File: config.mk
export PLATFORM = sky130hd
export DESIGN_NAME = instr_fetch_unit
export DESIGN_NICKNAME = d
export VERILOG_FILES = /design/src/rtl/instr_fetch_unit.sv
export SDC_FILE = /design/constraint.sdc
export NUM_CORES = 1
export LEC_CHECK = 0
export CORE_ASPECT_RATIO = 1.5
export CORE_MARGIN = 4
export CORE_UTILIZATION = 30
export CTS_BUF_LIST = sky130_fd_sc_hd__clkbuf_16
export CTS_CLUSTER_DIAMETER = 60
export DETAILED_ROUTE_END_ITERATION = 8
export GPL_TIMING_DRIVEN = 0
export SYNTH_ARGS = -nofsm -noshare
export SYNTH_HDL_FRONTEND = slang
export SYNTH_SLANG_ARGS = --single-unit
File: constraint.sdc
create_clock -name clk -period 2.9 [get_ports clk]
set_input_delay 0.58 -clock clk [delete_from_list [all_inputs] [get_ports clk]]
set_output_delay 0.58 -clock clk [all_outputs]
set_load 0.02 [all_outputs]
File: src/rtl/instr_fetch_unit.sv
// ----------------------------------------------------------------------------
// instr_fetch_unit
//   Fetch stage of the 16-bit WISC-S15 core. Holds the PC, reads word-addressed
//   instruction memory over a req/ready handshake and hands one registered
//   instruction per cycle to decode. Supports decode stall, redirect (flush)
//   and stops fetching once a HALT/ERR word (opcode 4'b1111) is fetched.
//
// Ports
//   clk          in   clock, rising edge
//   rst_n        in   asynchronous active-low reset
//   imem_req     out  fetch request (combinational from state/stall/flush)
//   imem_addr    out  fetch address, always equal to the PC
//   imem_ready   in   imem_rdata is valid this cycle
//   imem_rdata   in   fetched instruction word
//   stall        in   decode cannot accept; hold id_* outputs
//   flush        in   redirect: discard held / in-flight instruction
//   redirect_pc  in   new PC, sampled when flush=1
//   id_valid     out  id_instr / id_pc_plus1 valid for decode
//   id_instr     out  instruction to decode
//   id_pc_plus1  out  address of id_instr + 1 (CALL link value)
//   halted       out  HALT fetched; no further requests until flush/reset
// ----------------------------------------------------------------------------
module instr_fetch_unit #(
  parameter int                ADDR_W   = 16,
  parameter int                INSTR_W  = 16,
  parameter logic [ADDR_W-1:0] RESET_PC = {ADDR_W{1'b0}}
) (
  input  logic               clk,
  input  logic               rst_n,
  output logic               imem_req,
  output logic [ADDR_W-1:0]  imem_addr,
  input  logic               imem_ready,
  input  logic [INSTR_W-1:0] imem_rdata,
  input  logic               stall,
  input  logic               flush,
  input  logic [ADDR_W-1:0]  redirect_pc,
  output logic               id_valid,
  output logic [INSTR_W-1:0] id_instr,
  output logic [ADDR_W-1:0]  id_pc_plus1,
  output logic               halted
);

  typedef enum logic [0:0] {
    ST_FETCH  = 1'b0,
    ST_HALTED = 1'b1
  } state_t;

  localparam logic [3:0] OPC_HALT = 4'b1111;

  state_t              r_state;
  logic [ADDR_W-1:0]   r_pc;
  logic                r_id_valid;
  logic [INSTR_W-1:0]  r_id_instr;
  logic [ADDR_W-1:0]   r_id_pc_plus1;
  logic                r_halted;
  // Keeps imem_req low while in reset; requests begin the cycle after the
  // first clock edge that sees rst_n high.
  logic                r_req_en;

  logic                w_can_load;
  logic                w_req;
  logic                w_xfer;
  logic                w_is_halt;
  logic [ADDR_W-1:0]   w_pc_plus1;

  // A new word may be loaded when the output slot is empty or decode takes it.
  assign w_can_load = !r_id_valid || !stall;
  assign w_req      = r_req_en && (r_state == ST_FETCH) && w_can_load && !flush;
  assign w_xfer     = w_req && imem_ready;
  assign w_is_halt  = (imem_rdata[INSTR_W-1 -: 4] == OPC_HALT);
  // Unsigned wrap-around increment, no overflow flag.
  assign w_pc_plus1 = r_pc + {{(ADDR_W-1){1'b0}}, 1'b1};

  assign imem_req    = w_req;
  assign imem_addr   = r_pc;
  assign id_valid    = r_id_valid;
  assign id_instr    = r_id_instr;
  assign id_pc_plus1 = r_id_pc_plus1;
  assign halted      = r_halted;

  // Fetch FSM and decode-side output registers; priority flush > transfer > stall.
  always_ff @(posedge clk or negedge rst_n) begin
    if (!rst_n) begin
      r_state       <= ST_FETCH;
      r_pc          <= RESET_PC;
      r_id_valid    <= 1'b0;
      r_id_instr    <= {INSTR_W{1'b0}};
      r_id_pc_plus1 <= {ADDR_W{1'b0}};
      r_halted      <= 1'b0;
      r_req_en      <= 1'b0;
    end else begin
      r_req_en <= 1'b1;
      if (flush) begin
        // A fetched HALT may have been on a mispredicted path, so a redirect
        // also leaves HALTED. Any concurrent imem_ready is ignored.
        r_id_valid <= 1'b0;
        r_pc       <= redirect_pc;
        r_state    <= ST_FETCH;
        r_halted   <= 1'b0;
      end else if (w_xfer) begin
        r_id_instr    <= imem_rdata;
        r_id_pc_plus1 <= w_pc_plus1;
        r_id_valid    <= 1'b1;
        r_pc          <= w_pc_plus1;
        if (w_is_halt) begin
          r_state  <= ST_HALTED;
          r_halted <= 1'b1;
        end else begin
          r_state  <= r_state;
          r_halted <= r_halted;
        end
      end else if (!stall) begin
        // Decode consumed (or slot was empty) and nothing arrived: bubble.
        r_id_valid <= 1'b0;
      end else begin
        r_id_valid <= r_id_valid;
      end
    end
  end

endmodule

Word level (Yosys, flattened, before mapping)
Index checks and enable logic that the tools add are counted.

Reductions and logical operators: 12. Bitwise logic cells: 2. Multiplexer cells: 8. Equality and inequality tests: 2. Add/sub/neg operators: 1.

Operator list (number): 16-bit 2-to-1 mux (2); 16-bit by 1-bit adder with 16-bit output, second input constant (1); 1-bit 2-to-1 mux (6); 4-bit equality test, second input constant (1); 1-bit logical AND (4); 2-bit AND reduction (2); 2-bit nonzero test (2); 1-bit zero test (3); 3-bit by 1-bit inequality test with 1-bit output, second input constant (1); 1-bit inverter (2); 1-bit logical OR (1).

Logic and storage cells: 31. Input bits: 37. Output and inout bits: 51. Register bits after elaboration: 51.

Logic depth before layout (Yosys ltp)
Depth in word-level cells: 7. Depth in mapped cells: 6.

Least setup slack after synthesis
No wires, ideal clock.

Kind: input port to output port. From: input flush. To: output imem_req. Path buffers: 2. Slack: 0.595 ns. Data required time: 2.320 ns. Data arrival time: 1.725 ns. Cell stages on the path: 3. Cells stage by stage: buf_2 > clkbuf_1 > nor4b_1.

Cells in the longest elaborated chain, start to end: 2.

RTL lines: from (decl) (line 35) `input logic flush,`; 1-bit zero test (line 68) `assign w_req = r_req_en && (r_state == ST_FETCH) && w_can_load && !flush;`; 1-bit logical AND (line 68); to (decl) (line 30) `output logic imem_req,`.

Every way passes these cells.

Final worst setup path
Same ends and word-level chain as after synthesis.

==> summary by stage <==
Global route
The first-pass GRT wire length is 10.9 mm. The pin count of the biggest net entering global routing is 36. The met3 layer usage reported by global route is 3.68%.

In the global route stage, met2 resource usage came out at 25.0%. The via count of the first global-routing pass was 2159. The initial antenna violation count came to 0. The layer flagged by global routing as most heavily used is met2. The total grt overflow is 0. Global routing used 15.0% of the available tracks across all layers. The global routing met1 resource utilization is 18.3%.

Layout
At the end of the flow, the number of nets in the layout was 371. The commonest non-fill, non-tap cell in the layout is clkdlybuf4s50_1. The number of diodes added for antenna fixing is 0. Summing all multi-input logic gate instances after layout gives 1010 sq um. The count of cells in the finished layout, fillers not included, comes to 436.

The signed area change from the synthesized netlist to the final layout is 48.4%. The finished layout cell area is 3520 sq um. The share of post-route cells with drive strength above 1 is 8.38%. In the final layout, flip-flops and latches occupy 1280 sq um. Leaving out fill and tap cells, the most frequent cells in the layout are 85 x clkdlybuf4s50_1, 72 x nand2_1, 51 x dfrtp_1.

The total of fill cells in the finished design is 775.

Critical path
The category of the critical setup timing path is input pin to output port. For the worst setup path, the data arrival time is 1.88 ns. The reg-to-reg setup timing slack is 1.16 ns.

The endpoint kind of the worst setup timing path is an output port. In this run the worst path has a maximum fanout of 19. The number of cells on the worst reg-to-reg path is 5.

The endpoint identified for the worst register-to-register timing path is imem_addr[6]. The required time reported for the critical path endpoint is 2.32 ns. The kind of launch point of the worst setup path is an input pin.

In this run the critical register-to-register path is launched from imem_addr[0].

Die
The number of placement rows is 39. The area enclosed by the die boundary is 9430 sq um. During I/O placement, the number of pins put on the boundary was 88.

The initial utilization of the core area, before any placement, comes to 31.0%. In this run the vertical extent of the chip is 117 microns. The core area is 7660 sq um. Measured along the x axis, the die boundary spans 80.6 microns.

Timing
The worst hold margin is 0.215 ns. The count of final hold-check violations was 0. The worst slew margin relative to its limit is 66.2%. Counting I/O delays and the setup requirement, the final critical path takes 2.46 ns. After layout, the worst path uses 84.7% of the clock period. The maximum clock rate is 407 MHz. The final number of setup-violating endpoints is 0. The count of pins over their slew limit is 0.

In the post-route analysis, the smallest setup slack over all paths is 0.443 ns. Setup repair after global routing left no endpoint under its margin. Clock skew on the completed layout was measured at 0.00601 ns.

Summed over all failing endpoints, the final setup total negative slack is 0 ns. For the pin with the worst max-slew slack, the measured transition is 0.507 ns.

Clock tree
For the worst-skew pair, the clock arrives at the later sink with an insertion delay of 0.29 ns. The clock tree synthesis step divided the H-tree into 2 levels. TritonCTS created 5 clock buffers. The root buffer cell chosen for the clock tree is clkbuf_16. The clock passes through at most 2 buffers. The number of clock sinks is 51. TritonCTS built the clock tree. Clock-pin slew was measured on the worst setup and hold paths at 0.07 ns. The number of setup buffers added after CTS is 0.

Synthesis
The number of nets in the synthesized netlist is 277. Ranked by total cell area, the synthesized netlist is headed by dfrtp_1 54%, nand2_1 11%, xnor2_1 4.8%. The total of flip-flops plus latches after synthesis is 51. The Yosys step of the flow raised 0 warnings.

The average size of a mapped cell is 9.94 sq um. The sequential-to-total area share from yosys stat is 53.7%. The synthesized netlist occupies a cell area of 2370 sq um. Synthesis handed over a netlist of 239 instances. Yosys mapped the design onto 32 distinct sky130hd cell types. In this run the biggest area consumer among cell types represents 53.7% of the synthesized area. Of all cell types, the one taking the most synthesized area is dfrtp_1.

Power
Across the VDD grid, the largest voltage drop is 0.319 mV. In this run switching power makes up 31.2% of total power. Combinational logic burns 30.0% of the power.

The reported leakage power is 1.52 nW. In this run the power density over the cells is 597 nW/um^2. The internal power component is 1.45 mW. In this run the power spent charging and discharging nets is 0.656 mW. The proportion of power drawn by flip-flops and latches is 43.1%. The clock network is responsible for 26.9% of the overall power.

Placed design
The routability congestion estimate from global placement is 0.759. The cell count after placement is 429. The wire-length estimate of the detail-placed layout is 4.89 mm. Input and output buffers added on the ports amount to 87. Prior to clock tree synthesis, the placed netlist has a worst setup slack of -0.263 ns. Once placement finished, the instance area stood at 3390 sq um.

Routing
After detailed routing, the total wire length is 6.44 mm. The residual DRC count is 0. The remaining number of nets flagged by the antenna check after routing is 0. The routed layout has 2049 vias. Before antenna repair, the detailed router went through 4 iterations. The detailed router finished its first iteration with 105 violations.

The wire length per cell is 14.8 microns. The number of vias per cell after detailed routing is 4.70.

Flow run
The total of max-cap violations is 0.

Status
The run finished with clean final reports.

Hold path
The type of the tightest min-delay check is input pin to asynchronous set/reset pin.
critical path, stage by stage:
cell and delay [ns]:
clkdlybuf4s50_1 0.41, buf_2 0.26, nor4b_1 0.35, dlymetal6s2s_1 0.27
cell families after synthesis:
family,count (synthesis),share of synthesized area [%]
AO/OA/AOI/OAI,49,13.3
XOR/XNOR,14,5.16
adder cells (fa/ha/maj),1,0.527
buffers and inverters,17,3.58
flip-flops,51,53.7
other,1,0.158
AND/OR/NAND/NOR,106,23.6
flip-flops by register name (all words and copies together) (netlist names):
register     cells
halted           1
id_instr        16
id_pc_plus1     16
id_valid         1
imem_addr       16
r_req_en         1
worst max path at each step:
stage	from	to	slack, ns
2_1_floorplan	flush	imem_req	0.59
3_3_place_gp	rst_n	id_instr[0]	-0.37
3_5_place_dp	flush	imem_req	-0.26
4_1_cts	flush	imem_req	0.01
5_1_grt	flush	imem_req	0.38
6_report	flush	imem_req	0.44
metal layers:
| metal | up-vias | share of wire [%] |
|---|---|---|
| met5 | - | 0 |
| met4 | 0 | 2.1 |
| met3 | 11 | 6.4 |
| met2 | 69 | 50 |
| met1 | 961 | 42 |
| li1 | 1008 | - |
power groups by stage:
stage	registers (mW)	clock network [mW]	logic (mW)
2_1_floorplan	1.05	0	0.164
3_3_place_gp	0.916	0	0.635
3_5_place_dp	0.919	0	0.643
4_1_cts	0.908	0.577	0.643
5_1_grt	0.928	0.617	0.688
6_report	0.906	0.565	0.631
timing repair:
action	in CTS	in global routing
gates resized for setup	0	1
endpoints found under the setup margin	1	1
hold buffers	0	0
through the flow:
step,util (%),total power [mW]
global route,46.0,2.23
global placement,44.0,1.55
detailed placement,44.2,1.56
finish,46.0,2.10
CTS,46.0,2.13
floorplan,-,1.21
synth_stat cells:
cell type  instances
nand2_1           72
o21a_1             2
buf_6              1
nor3_1             4
nand4_4            1
and3_1             2
nand4_1            2
nor3b_1            3
and2_1             1
nor2_1             5
conb_1             1
nand3_1            4
nor4_4             2
nand4_2            1
a22oi_1            8
dfrtp_1           51
inv_1              2
nor4_1             3
nor2_2             1
nor4_2             2
o21ai_1           16
nand4bb_4          1
o21ai_0           13
nand2b_4           1
clkbuf_1           3
a221o_1            8
a21o_1             2
ha_1               1
xor2_1             1
nor4b_1            1
buf_2             11
xnor2_1           13
area by class of cell:
type | count | area share, %
Timing Repair Buffer | 88 | 25.2
Buffer | 14 | 2.10
Sequential cell | 51 | 36.2
Clock buffer | 5 | 3.55
Multi-Input combinational cell | 171 | 28.8
Inverter | 2 | 0.213
Tap cell | 102 | 3.62
Clock inverter | 3 | 0.320
Power figures use the tool's default switching activity.
